<file path="config.mk">
export PLATFORM = sky130hd
export DESIGN_NAME = strand_driver_mc_flat
export DESIGN_NICKNAME = d
export VERILOG_FILES = /design/src/rtl/strand_driver_mc_if.sv /design/src/rtl/strand_driver_mc.sv /design/src/flat_wrapper.sv
export SDC_FILE = /design/constraint.sdc
export NUM_CORES = 1
export LEC_CHECK = 0
export CAP_MARGIN = 20
export CORE_MARGIN = 3
export CORE_UTILIZATION = 56
export DETAILED_ROUTE_END_ITERATION = 12
export PLACE_DENSITY = 0.92
export REMOVE_ABC_BUFFERS = 1
export SYNTH_ARGS = -nofsm -noshare
export SYNTH_HDL_FRONTEND = slang
export SYNTH_SLANG_ARGS = --single-unit
</file>
<file path="constraint.sdc">
create_clock -name clk -period 3.39 [get_ports clk]
set_input_delay 0.8475 -clock clk [delete_from_list [all_inputs] [get_ports clk]]
set_output_delay 0.8475 -clock clk [all_outputs]
set_load 0.02 [all_outputs]
</file>
<file path="src/rtl/strand_driver_mc_if.sv">
// Pixel-strand driver bus: frame control, pixel RAM read port and strand pins.
// STRAND_BRIGHTNESS_EN adds the brightness input.
interface strand_driver_mc_if #(
  parameter int MEM_DATA_WIDTH     = 24,
  parameter int STRAND_PARAM_WIDTH = 16
);
  logic                          ws2811_mode;
  logic                          start_frame;
  logic [STRAND_PARAM_WIDTH-1:0] strand_length;
  logic [STRAND_PARAM_WIDTH-1:0] current_idx;
  logic [MEM_DATA_WIDTH-1:0]     mem_data;
  logic                          busy;
  logic                          done;
  logic                          strand_clk;
  logic                          strand_data;
`ifdef STRAND_BRIGHTNESS_EN
  logic [7:0]                    brightness;

  modport master (
    input  ws2811_mode, start_frame, strand_length, mem_data, brightness,
    output current_idx, busy, done, strand_clk, strand_data
  );
  modport slave (
    output ws2811_mode, start_frame, strand_length, mem_data, brightness,
    input  current_idx, busy, done, strand_clk, strand_data
  );
`else
  modport master (
    input  ws2811_mode, start_frame, strand_length, mem_data,
    output current_idx, busy, done, strand_clk, strand_data
  );
  modport slave (
    output ws2811_mode, start_frame, strand_length, mem_data,
    input  current_idx, busy, done, strand_clk, strand_data
  );
`endif
endinterface

</file>
<file path="src/rtl/strand_driver_mc.sv">
// WS2811 (NRZ) / WS2801 (clk+data) strand serializer fed by a sync pixel RAM; optional STRAND_BRIGHTNESS_EN scaling.
// First bit 2 cycles after acceptance, pixels back-to-back; no backpressure, start_frame ignored while busy.
module strand_driver_mc #(
  parameter int MEM_DATA_WIDTH     = 24,
  parameter int STRAND_PARAM_WIDTH = 16,
  parameter int T0H                = 20,
  parameter int T1H                = 40,
  parameter int TBIT               = 63,
  parameter int CLK_DIV            = 25,
  parameter int LATCH_CYCLES       = 2500
) (
  input  logic                clk,
  input  logic                rst_n,
  strand_driver_mc_if.master  bus
);
  localparam int W     = MEM_DATA_WIDTH;
  localparam int P2801 = 2 * CLK_DIV;
  localparam int CMAX0 = (TBIT > P2801) ? TBIT : P2801;
  localparam int CMAX  = (CMAX0 > LATCH_CYCLES) ? CMAX0 : LATCH_CYCLES;
  localparam int CW    = $clog2(CMAX + 1);
  localparam int BW    = $clog2(W);

  typedef enum logic [2:0] {S_IDLE, S_FETCH, S_LOAD, S_SHIFT, S_LATCH, S_DONE} state_t;

  state_t                        state;
  logic                          mode_r;
  logic [STRAND_PARAM_WIDTH-1:0] len_r;
  logic [STRAND_PARAM_WIDTH-1:0] idx_r;
  logic [W-1:0]                  sh;
  logic [CW-1:0]                 per;
  logic [BW-1:0]                 bitn;
  logic                          last;
  logic                          busy_r, done_r, sclk_r, sdata_r;
  logic [W-1:0]                  load_word;
  logic [CW-1:0]                 per_last, thigh;
  logic                          idx_is_last;

`ifdef STRAND_BRIGHTNESS_EN
  always_comb begin
    logic [16:0] prod;
    load_word = '0;
    prod      = '0;
    for (int c = 0; c < W / 8; c++) begin
      prod = bus.mem_data[c*8 +: 8] * ({1'b0, bus.brightness} + 9'd1);
      load_word[c*8 +: 8] = prod[15:8];
    end
  end
`else
  assign load_word = bus.mem_data;
`endif

  assign per_last    = mode_r ? CW'(TBIT - 1) : CW'(P2801 - 1);
  assign thigh       = sh[W-1] ? CW'(T1H) : CW'(T0H);
  assign idx_is_last = (idx_r == len_r - 1'b1);

  always_ff @(posedge clk or negedge rst_n) begin
    if (!rst_n) begin
      state   <= S_IDLE;
      mode_r  <= 1'b0;
      len_r   <= '0;
      idx_r   <= '0;
      sh      <= '0;
      per     <= '0;
      bitn    <= '0;
      last    <= 1'b0;
      busy_r  <= 1'b0;
      done_r  <= 1'b0;
      sclk_r  <= 1'b0;
      sdata_r <= 1'b0;
    end else begin
      case (state)
        S_IDLE: begin
          done_r <= 1'b0;
          if (bus.start_frame) begin
            mode_r <= bus.ws2811_mode;
            len_r  <= bus.strand_length;
            idx_r  <= '0;
            busy_r <= 1'b1;
            state  <= S_FETCH;
          end
        end
        S_FETCH: begin
          if (len_r == '0) begin
            done_r <= 1'b1;
            busy_r <= 1'b0;
            state  <= S_DONE;
          end else begin
            state <= S_LOAD;
          end
        end
        S_LOAD: begin
          sh      <= load_word;
          per     <= '0;
          bitn    <= '0;
          last    <= idx_is_last;
          if (!idx_is_last) idx_r <= idx_r + 1'b1;
          sclk_r  <= 1'b0;
          sdata_r <= mode_r ? 1'b1 : load_word[W-1];
          state   <= S_SHIFT;
        end
        S_SHIFT: begin
          if (per == per_last) begin
            per    <= '0;
            sclk_r <= 1'b0;
            if (bitn == BW'(W - 1)) begin
              if (last) begin
                sdata_r <= 1'b0;
                state   <= S_LATCH;
              end else begin
                // Next pixel was prefetched during this one; load it with no gap.
                sh      <= load_word;
                bitn    <= '0;
                last    <= idx_is_last;
                if (!idx_is_last) idx_r <= idx_r + 1'b1;
                sdata_r <= mode_r ? 1'b1 : load_word[W-1];
              end
            end else begin
              sh      <= sh << 1;
              bitn    <= bitn + 1'b1;
              sdata_r <= mode_r ? 1'b1 : sh[W-2];
            end
          end else begin
            per <= per + 1'b1;
            if (mode_r) sdata_r <= ((per + 1'b1) < thigh);
            else        sclk_r  <= ((per + 1'b1) >= CW'(CLK_DIV));
          end
        end
        S_LATCH: begin
          if (per == CW'(LATCH_CYCLES - 1)) begin
            done_r <= 1'b1;
            busy_r <= 1'b0;
            idx_r  <= '0;
            state  <= S_DONE;
          end else begin
            per <= per + 1'b1;
          end
        end
        S_DONE: begin
          done_r <= 1'b0;
          state  <= S_IDLE;
        end
        default: state <= S_IDLE;
      endcase
    end
  end

  assign bus.current_idx = idx_r;
  assign bus.busy        = busy_r;
  assign bus.done        = done_r;
  assign bus.strand_clk  = sclk_r;
  assign bus.strand_data = sdata_r;
endmodule

</file>
<file path="src/flat_wrapper.sv">
// flat-port wrapper written by rule: the top's interface ports become plain ports
module strand_driver_mc_flat 
#(
  parameter int MEM_DATA_WIDTH     = 24,
  parameter int STRAND_PARAM_WIDTH = 16,
  parameter int T0H                = 20,
  parameter int T1H                = 40,
  parameter int TBIT               = 63,
  parameter int CLK_DIV            = 25,
  parameter int LATCH_CYCLES       = 2500
)
  (clk, rst_n, bus_ws2811_mode, bus_start_frame, bus_strand_length, bus_mem_data, bus_current_idx, bus_busy, bus_done, bus_strand_clk, bus_strand_data);
  strand_driver_mc_if #(.MEM_DATA_WIDTH(MEM_DATA_WIDTH), .STRAND_PARAM_WIDTH(STRAND_PARAM_WIDTH)) bus_i ();
  input  logic clk;
  input  logic rst_n;
  input wire logic [$bits(bus_i.ws2811_mode)-1:0] bus_ws2811_mode;
  input wire logic [$bits(bus_i.start_frame)-1:0] bus_start_frame;
  input wire logic [$bits(bus_i.strand_length)-1:0] bus_strand_length;
  input wire logic [$bits(bus_i.mem_data)-1:0] bus_mem_data;
  output wire logic [$bits(bus_i.current_idx)-1:0] bus_current_idx;
  output wire logic [$bits(bus_i.busy)-1:0] bus_busy;
  output wire logic [$bits(bus_i.done)-1:0] bus_done;
  output wire logic [$bits(bus_i.strand_clk)-1:0] bus_strand_clk;
  output wire logic [$bits(bus_i.strand_data)-1:0] bus_strand_data;
  assign bus_i.ws2811_mode = bus_ws2811_mode;
  assign bus_i.start_frame = bus_start_frame;
  assign bus_i.strand_length = bus_strand_length;
  assign bus_i.mem_data = bus_mem_data;
  assign bus_current_idx = bus_i.current_idx;
  assign bus_busy = bus_i.busy;
  assign bus_done = bus_i.done;
  assign bus_strand_clk = bus_i.strand_clk;
  assign bus_strand_data = bus_i.strand_data;
  strand_driver_mc #(.MEM_DATA_WIDTH(MEM_DATA_WIDTH), .STRAND_PARAM_WIDTH(STRAND_PARAM_WIDTH), .T0H(T0H), .T1H(T1H), .TBIT(TBIT), .CLK_DIV(CLK_DIV), .LATCH_CYCLES(LATCH_CYCLES)) u_core (.clk(clk), .rst_n(rst_n), .bus(bus_i));
endmodule
</file>
==> results of run 1 <==
## per-layer routing
metal	vias up	global-route usage	part of all wire
met5	-	0	0
met4	0	0.0980	0.024
met3	29	0.0571	0.064
met2	171	0.417	0.51
met1	2055	0.308	0.41
li1	2053	-	-
## path summary, 6_finish.rpt
check                                       startpoint                                    end  slack (ps)
max reg2reg                u_core.len_r[2]$_DFFE_PN0P_  u_core.bus.current_idx[9]$_DFFE_PN0P_         390
min in group clk              u_core.sh[0]$_DFFE_PN0P_               u_core.sh[0]$_DFFE_PN0P_         490
max                        u_core.len_r[2]$_DFFE_PN0P_  u_core.bus.current_idx[9]$_DFFE_PN0P_         390
min                                              rst_n            u_core.len_r[8]$_DFFE_PN0P_         300
min reg2reg                   u_core.sh[0]$_DFFE_PN0P_               u_core.sh[0]$_DFFE_PN0P_         490
max in group asynchronous                        rst_n               u_core.sh[8]$_DFFE_PN0P_        2520
## worst register-to-register path, stage by stage, from the launching register on
cell and delay [ps]:
dfrtp_1 430, or4_1 680, nor2_1 210, nand4b_1 140
xnor2_1 180, nor4_1 300, nor4bb_2 350, buf_4 300
o21ai_0 160, a21oi_1 170
## kinds of logic after synthesis
group	synth area share
adder cells (fa/ha/maj)	0.0237
buffers and inverters	0.0403
AND/OR/NAND/NOR	0.279
flip-flops	0.432
XOR/XNOR	0.0535
multiplexers	0.0459
AO/OA/AOI/OAI	0.125
## flip-flops by register name (all words and copies together) (netlist names)
signal / flops
u_core.bitn: 5
u_core.bus.busy: 1
u_core.bus.current_idx: 16
u_core.bus.done: 1
u_core.bus.strand_clk: 1
u_core.bus.strand_data: 1
u_core.last: 1
u_core.len_r: 16
u_core.mode_r: 1
u_core.per: 12
u_core.sh: 24
u_core.state: 3
## power breakdown
part / total (uW) / switching [uW] / internal (uW)
logic: 1810 / 1020 / 784
registers: 1710 / 399 / 1310
clock network: 802 / 381 / 421
## layout make-up
cell class	count	area share
timing repair buffer	73	0.127
inverter	12	0.00792
tap	102	0.0224
clock buffer	9	0.0218
multi-input combinational	421	0.442
sequential	82	0.361
clock inverter	7	0.0174
## placed cells by master (no fill, tap or decap), drive strengths merged, types with 2 or more instances in the layout
cell type,count
dfrtp,82
ha,9
a31oi,8
mux2,14
o21a,2
nor2b,3
buf,11
nand3b,2
clkdlybuf4s50,62
xor2,14
bufinv,2
nor2,79
or4,7
o41ai,2
nand2,50
o21ai,38
and3,8
nand3,13
a2bb2oi,2
a21oi,23
nor3b,2
mux2i,6
nand2b,5
nand4,9
nor4,7
xnor2,15
o31ai,9
o211ai,2
and2,3
nor4b,5
clkbuf,9
nand4b,3
or3,10
o32ai,2
nor3,57
inv,15
## stage by stage
step	hold WS [ps]	cells	setup TNS, ps
after detailed placement	481	689	0
after CTS	503	705	0
after global placement	451	689	0
final	298	706	0
after global routing	288	706	0
after floorplan	439	515	-8000
==> flow_summary.json, run 1 <==
{
  "finalCritPeriodShare": 0.885,
  "status": "complete, no violations",
  "dpl_cell_area_sq_um": 5440,
  "ys.flop_type": "dfrtp_1",
  "fin_ws_ps": 391,
  "cpPeakStageDelay_ps": 680,
  "io_pins": 64,
  "final_area_sq_um": 5690,
  "cts_tree": "yes",
  "insertion_delay_ps": 360,
  "ys_seq_area_frac": 0.432,
  "cts_buffer_depth": 2,
  "critPathCaptureType": "flip-flop",
  "async_flop_share": 1.00,
  "final_antenna_net_count": 0,
  "die_w_um": 98.0,
  "slowest_stage": "or4_1",
  "routedWlPerCell_um": 16.4,
  "vias_per_cell": 6.10,
  "clkTransAtPathRegs_ps": 80,
  "finalNetCount": 652,
  "final_util": 0.714,
  "synth_top_area_frac": 0.432,
  "place_congestion": 0.863,
  "grt_max_degree": 83,
  "power_density_nw_per_um2": 760,
  "antenna_cells": 0,
  "die_area_sq_um": 9610,
  "grt_pass1_wl_mm": 19.8,
  "synth.distinct_cells": 54,
  "dieHeight_um": 98.0,
  "grt_overflow_total": 0,
  "synthToLayoutAreaGrowth_pct": 19.9,
  "crit_buf_inv": 1,
  "critical_path_required_ps": 3670,
  "seqCellArea_sq_um": 2050,
  "min_path_type": "in -> async",
  "synth_edf_count": 0,
  "grt_pass1_vias": 4238,
  "cap_viol_max_count": 0,
  "fin_crit_ps": 3000,
  "rsz0062_at_grt": "no",
  "syn_avg_cell_area_sq_um": 8.64,
  "numPortBuffers": 63,
  "leakagePower_uw": 0.00232,
  "synth_area_leaders": "dfrtp_1 43%, nor2_1 6.3%, nor3_1 6.0%",
  "r2r_cells": 9,
  "drc": 0,
  "tightest_slew_ps": 897,
  "ys_top_cells_by_count": "82 x dfrtp_1, 79 x nor2_1, 57 x nor3_1",
  "core_sq_um": 7970,
  "cts_hold_buf": 0,
  "yosys.cell_count.top_type": "dfrtp_1",
  "rows": 32,
  "clock-sinks": 82,
  "multi_input_area_sq_um": 2520,
  "cp_cell_sequence": "or4_1 > nor2_1 > nand4b_1 > xnor2_1 > nor4_1 > nor4bb_2 > buf_4 > o21ai_0 > a21oi_1",
  "first_pass_iters": 5,
  "post_cts_buffers": 0,
  "vias": 4308,
  "setup.worst_path.class": "reg -> reg",
  "max_freq_mhz": 333,
  "vdd_drop_max_mv": 0.339,
  "htreeDepth": 3,
  "cp_max_fo": 27,
  "yosys_warnings": 0,
  "hold_viol": 0,
  "pre_cts_ws_ps": 456,
  "synth_cells": 549,
  "slew_headroom": 0.396,
  "power_uw": 4320,
  "grtUsageTotal": 0.247,
  "worstSetupStartpointType": "flip-flop",
  "nFillCells": 559,
  "cts_buffers": 9,
  "yosysTopAreaCell": "dfrtp_1",
  "wirelength_mm": 11.6,
  "cp.arrival_ps": 3280,
  "cts_resized": 0,
  "initial_core_util": 0.595,
  "netlist_area_sq_um": 4740,
  "antenna_found_initial": 0,
  "hpwl_mm": 7.99,
  "cts-root-buf": "clkbuf_8",
  "first_iter_violations": 264,
  "crit_family": "simple AND/OR/NAND/NOR gates",
  "crit_cells": 9,
  "setup_viol": 0,
  "ys_ff_latch": 82,
  "layout-drive-gt1-share": 0.0828,
  "final_max_slew_viol_count": 0,
  "clock_skew_ps": 7.09
}
Note: power is estimated with default switching activity, not from simulation.
==> run 2, diff against run 1 <==
--- a/config.mk
+++ b/config.mk
@@ -5,6 +5,7 @@
 export SDC_FILE = /design/constraint.sdc
 export NUM_CORES = 1
 export LEC_CHECK = 0
+export ABC_AREA = 1
 export CAP_MARGIN = 20
 export CORE_MARGIN = 3
 export CORE_UTILIZATION = 56
==> run 2 against run 1 <==
Compared with the run above:
- maximum frequency grew 15%
- register-to-register slack gained 380 ps
- global-route usage shrank 0.18 points
- count of clock-buffer cells in the layout grew 1
- sequential power shrank 7%
- power shrank 4.8%
- critical path depth grew 1
- synthesized cell count grew 19%
- die area grew 4.5%
- design area grew 2.9%
- clock skew grew 3.7 ps
==> flow_summary.json, run 2 <==
{
  "status": "complete, no violations",
  "synth_top_area_frac": 0.413,
  "synthToLayoutAreaGrowth_pct": 17.7,
  "rr_startpoint": "u_core.state[1]$_DFFE_PN0P_",
  "p_switching_uw": 1870,
  "initial_core_util": 0.590,
  "cts_hold_buf": 0,
  "final_max_slew_viol_count": 0,
  "min_path_type": "in -> async",
  "antenna_cells": 0,
  "routedWlPerCell_um": 14.6,
  "vias": 4683,
  "clock-sinks": 82,
  "cts_buffer_depth": 2,
  "mostFrequentLayoutCell": "nand2_1",
  "regMostFlops": "u_core.sh",
  "final_antenna_net_count": 0,
  "finalCritPeriodShare": 0.772,
  "reg2reg_setup_slack_ps": 770,
  "combPwrFrac": 0.456,
  "hold_viol": 0,
  "setup_viol": 0,
  "worstSetupStartpointType": "flip-flop",
  "p_int_uw": 2250,
  "ys_ff_latch": 82,
  "dieHeight_um": 100,
  "vias_per_cell": 5.68,
  "largest_reg_flops": 24,
  "grtUsageTotal": 0.245,
  "final_cell_mix": "142 x nand2_1, 123 x nor2_1, 82 x dfrtp_1",
  "core_sq_um": 8420,
  "cap_viol_max_count": 0,
  "nFillCells": 660,
  "die_area_sq_um": 10000,
  "grt_max_degree": 83,
  "cp.arrival_ps": 2860,
  "post_cts_buffers": 0,
  "cts-root-buf": "clkbuf_8",
  "timing.setup.tns_ps": 0,
  "grt_pass1_wl_mm": 20.4,
  "syn_avg_cell_area_sq_um": 7.58,
  "htreeDepth": 3,
  "antenna_found_initial": 0,
  "r2r_end": "u_core.bus.current_idx[11]$_DFFE_PN0P_",
  "synth_area_leaders": "dfrtp_1 41%, nand2_1 11%, nor2_1 9.3%",
  "layout-drive-gt1-share": 0.0681,
  "ys.flop_type": "dfrtp_1",
  "synth_cells": 656,
  "io_pins": 64,
  "r2r_cells": 10,
  "die_w_um": 100,
  "synth_edf_count": 0,
  "synth.distinct_cells": 40,
  "leakagePower_uw": 0.00268,
  "max_freq_mhz": 382,
  "tightest_slew_ps": 864,
  "rsz0062_at_grt": "no",
  "numPortBuffers": 63,
  "wirelength_mm": 12.0,
  "fin_ws_ps": 772,
  "first_iter_violations": 327,
  "yosysTopAreaCell": "dfrtp_1",
  "yosys_warnings": 0,
  "finalNetCount": 768,
  "power_density_nw_per_um2": 703,
  "netlist_area_sq_um": 4970,
  "pre_cts_ws_ps": 808,
  "rows": 33,
  "hpwl_mm": 8.69,
  "cts_tree": "yes",
  "fin_crit_ps": 2620,
  "netSwitchingFraction": 0.453,
  "drc": 0,
  "critPathCaptureType": "flip-flop",
  "place_congestion": 0.950,
  "critical_path_required_ps": 3630,
  "seqPwrFrac": 0.385,
  "insertion_delay_ps": 360,
  "ys_top_cells_by_count": "142 x nand2_1, 123 x nor2_1, 82 x dfrtp_1",
  "ys_seq_area_frac": 0.413,
  "yosys.cell_count.top_type": "nand2_1",
  "grt_overflow_total": 0,
  "cts_resized": 0,
  "slew_headroom": 0.422,
  "power_frac_clock": 0.159,
  "grt_pass1_vias": 4588,
  "cts_buffers": 9,
  "clkTransAtPathRegs_ps": 80,
  "clock_skew_ps": 10.8,
  "setup.worst_path.class": "reg -> reg",
  "first_pass_iters": 5,
  "async_flop_share": 1.00,
  "cp_max_fo": 22,
  "vdd_drop_max_mv": 0.508
}
-- run 2: routing by layer --
layer	vias up	global-route usage	part of all wire
met5	-	0	0
met4	0	0.0746	0.017
met3	25	0.0625	0.076
met2	196	0.415	0.49
met1	2196	0.310	0.41
li1	2266	-	-
-- run 2: how the worst max path moves through the flow --
stage | end | from | cells after the start
CTS | u_core.bus.current_idx[15]$_DFFE_PN0P_ | u_core.state[1]$_DFFE_PN0P_ | 10
floorplan | u_core.sh[10]$_DFFE_PN0P_ | u_core.state[2]$_DFFE_PN0P_ | 8
global placement | u_core.bus.current_idx[0]$_DFFE_PN0P_ | bus_start_frame | 7
detailed placement | u_core.bus.current_idx[15]$_DFFE_PN0P_ | u_core.state[1]$_DFFE_PN0P_ | 10
finish | u_core.bus.current_idx[11]$_DFFE_PN0P_ | u_core.state[1]$_DFFE_PN0P_ | 10
global route | u_core.bus.current_idx[8]$_DFFE_PN0P_ | u_core.state[1]$_DFFE_PN0P_ | 10
-- run 2: metrics by stage --
stage / hold slack [ps] / utilization / cells / instance area, sq um / power [uW]
finish: 328 / 0.695 / 825 / 5850 / 4120
global route: 329 / 0.695 / 825 / 5850 / 4430
CTS: 526 / 0.692 / 824 / 5830 / 4110
detailed placement: 510 / 0.671 / 808 / 5650 / 3440
global placement: 488 / 0.671 / 808 / 5650 / 3320
floorplan: 474 / - / 639 / 4880 / 2900
-- run 2: cell families (layout without fill, tap and decap cells) --
logic type / count (synthesis) / count (layout) / synth area share
flops: 82 / 82 / 0.413
buf+inv: 88 / 152 / 0.0719
simple gates: 361 / 361 / 0.329
mux: 10 / 10 / 0.0224
xor+xnor: 29 / 29 / 0.0511
fa+ha+maj: 9 / 9 / 0.0226
compound gates: 77 / 77 / 0.0908
-- run 2: power by group through the flow --
stage | Sequential (uW) | Combinational (uW) | Clock (uW)
floorplan | 1550 | 1350 | 0
global placement | 1570 | 1740 | 0
detailed placement | 1590 | 1850 | 0
CTS | 1580 | 1870 | 668
global route | 1630 | 2100 | 699
finish | 1590 | 1880 | 654
-- run 2: critical path, cell delays in order, from the launching register on --
cell	delay [ps]
dfrtp_1	410
inv_1	150
nor2_4	80
inv_1	520
nor2_2	150
nand2_2	200
nand4_2	160
nor2_4	390
nand3_4	250
nand2_1	140
nand2_1	60
-- run 2: layout make-up --
| cell class | instances | area (sq um) | area share |
|---|---|---|---|
| Inverter | 71 | 267 | 0.0455 |
| Multi-Input combinational cell | 486 | 2560 | 0.438 |
| Timing Repair Buffer | 65 | 663 | 0.113 |
| Clock inverter | 6 | 50.0 | 0.00855 |
| Clock buffer | 10 | 128 | 0.0218 |
| Tap cell | 105 | 131 | 0.0224 |
| Sequential cell | 82 | 2050 | 0.351 |
==> run 3, diff against run 2 <==
--- a/config.mk
+++ b/config.mk
@@ -8,9 +8,9 @@
 export ABC_AREA = 1
 export CAP_MARGIN = 20
 export CORE_MARGIN = 3
-export CORE_UTILIZATION = 56
+export CORE_UTILIZATION = 51
 export DETAILED_ROUTE_END_ITERATION = 12
-export PLACE_DENSITY = 0.92
+export PLACE_DENSITY = 0.88
 export REMOVE_ABC_BUFFERS = 1
 export SYNTH_ARGS = -nofsm -noshare
 export SYNTH_HDL_FRONTEND = slang
==> constraint.sdc (replaced) <==
create_clock -name clk -period 2.3 [get_ports clk]
set_input_delay 0.575 -clock clk [delete_from_list [all_inputs] [get_ports clk]]
set_output_delay 0.575 -clock clk [all_outputs]
set_load 0.02 [all_outputs]
==> run 3 against run 2 <==
Compared with the run above:
- via count increased by 1.7%
- sequential cell count stayed put
- power up 55%
- maximum frequency up 20%
- worst setup slack worse by 660 ps
- clock power increased by 65%
- register-to-register slack got worse by 660 ps
- combinational power grew 59%
- sequential power up 47%
- die area is 9.2% higher
- critical path type unchanged
- critical endpoint is now u_core.bus.current_idx[13]$_DFFE_PN0P_
==> flow_summary.json, run 3 (synthesis results as in run 2) <==
{
  "leakagePower_uw": 0.00278,
  "place_congestion": 0.941,
  "antenna_found_initial": 0,
  "cp.arrival_ps": 2420,
  "finalCritPeriodShare": 0.951,
  "die_w_um": 105,
  "critical_path_required_ps": 2530,
  "cts_buffer_depth": 2,
  "hpwl_mm": 8.57,
  "final_max_slew_viol_count": 0,
  "largest_reg_flops": 24,
  "vdd_drop_max_mv": 0.629,
  "vias_per_cell": 5.48,
  "numPortBuffers": 63,
  "grtUsageTotal": 0.214,
  "setup_viol": 0,
  "timing.setup.tns_ps": 0,
  "io_pins": 64,
  "dp.cells": 839,
  "wirelength_mm": 12.3,
  "first_iter_violations": 382,
  "tightest_slew_ps": 712,
  "final_cell_mix": "141 x nand2_1, 122 x nor2_1, 82 x dfrtp_1",
  "grt_overflow_total": 0,
  "insertion_delay_ps": 350,
  "grt_pass1_vias": 4475,
  "cp_max_fo": 6,
  "finalNetCount": 788,
  "mostFrequentLayoutCell": "nand2_1",
  "cap_viol_max_count": 0,
  "hold_viol": 0,
  "htreeDepth": 3,
  "pre_cts_ws_ps": 59.1,
  "rows": 35,
  "routedWlPerCell_um": 14.2,
  "final_util": 0.651,
  "die_area_sq_um": 11000,
  "initial_core_util": 0.531,
  "setup.worst_path.class": "reg -> reg",
  "fin_ws_ps": 113,
  "grt_pass1_wl_mm": 19.9,
  "cts-root-buf": "clkbuf_8",
  "first_pass_iters": 5,
  "worstSetupStartpointType": "flip-flop",
  "status": "complete, no violations",
  "cts_tree": "yes",
  "rsz0062_at_grt": "yes",
  "final_cells": 869,
  "power_density_nw_per_um2": 1050,
  "max_freq_mhz": 457,
  "grt_max_degree": 83,
  "clock-sinks": 82,
  "cpPeakStageDelay_ps": 410,
  "synthToLayoutAreaGrowth_pct": 22.6,
  "clkTransAtPathRegs_ps": 90,
  "drc": 0,
  "final_antenna_net_count": 0,
  "min_path_type": "in -> async",
  "fin_crit_ps": 2190,
  "regMostFlops": "u_core.sh",
  "cts_buffers": 9,
  "antenna_cells": 0,
  "vias": 4761,
  "clock_skew_ps": 14.8,
  "cp_cell_sequence": "inv_1 > ha_2 > nand2_2 > o21ai_0 > nand2_1 > inv_1 > nand3_2 > nor3_4 > nand3_4 > buf_4 > nand4_1 > nand2_1",
  "dieHeight_um": 105,
  "cts_hold_buf": 0,
  "slowest_stage": "dfrtp_1",
  "layout-drive-gt1-share": 0.100,
  "hold_slack_ps": 223,
  "slew_headroom": 0.524,
  "core_sq_um": 9370,
  "critPathCaptureType": "flip-flop"
}
[run 3: cell types whose count changed in the layout (fill, tap and decap cells not counted), moves of 2 or more]
cell / before / now
buf_4: 2 / 17
buf_12: 0 / 2
buf_6: 0 / 2
ha_1: 9 / 7
ha_2: 0 / 2
[run 3: cell type report]
cell class,count,area (sq um)
inverter,71,269
fill,789,3270
tap,129,161
timing repair buffer,83,811
clock inverter,6,72.6
clock buffer,10,128
sequential,82,2050
multi-input combinational,488,2610
[run 3: critical path, delay by kind of cell, from the launching register on]
kind | cells | cell delay [ps]
flops | 1 | 410
compound gates | 1 | 190
buf+inv | 3 | 360
simple gates | 7 | 900
fa+ha+maj | 1 | 210
[run 3: per-layer routing]
layer / global-route usage / wire length [um] / vias to the layer above
met5: 0 / 0 / -
met4: 0.0675 / 223 / 0
met3: 0.0457 / 940 / 25
met2: 0.357 / 5950 / 195
met1: 0.279 / 5190 / 2226
li1: - / - / 2315
[run 3: path summary, 6_finish.rpt]
path,from,end,cells after the start,slack (ps)
hold reg to reg,u_core.bitn[0]$_DFFE_PN0P_,u_core.bitn[0]$_DFFE_PN0P_,1,510
setup reg to reg,u_core.len_r[1]$_DFFE_PN0P_,u_core.bus.current_idx[13]$_DFFE_PN0P_,12,110
max in group asynchronous,rst_n,u_core.bus.current_idx[7]$_DFFE_PN0P_,2,1700
hold / removal,rst_n,u_core.len_r[12]$_DFFE_PN0P_,2,220
setup / recovery,u_core.len_r[1]$_DFFE_PN0P_,u_core.bus.current_idx[13]$_DFFE_PN0P_,12,110
min in group clk,u_core.bitn[0]$_DFFE_PN0P_,u_core.bitn[0]$_DFFE_PN0P_,1,510
[run 3: timing repair]
| item | in CTS | in global routing |
|---|---|---|
| endpoints found under the setup margin | 0 | 29 |
| setup buffers | 0 | 12 |
| gates resized for setup | 0 | 10 |
[run 3: per-stage QoR]
stage | area (sq um) | total power (uW)
after floorplan | 4880 | 4270
after global placement | 5760 | 5000
after detailed placement | 5760 | 5140
after CTS | 5960 | 6230
after global routing | 6100 | 6880
final | 6100 | 6390
[run 3: report_power, final]
group | switching, uW | internal [uW] | leakage, uW
clock network | 562 | 514 | 0.0000975
logic | 1810 | 1170 | 0.00167
registers | 432 | 1900 | 0.00101
total | 2800 | 3590 | 0.00278
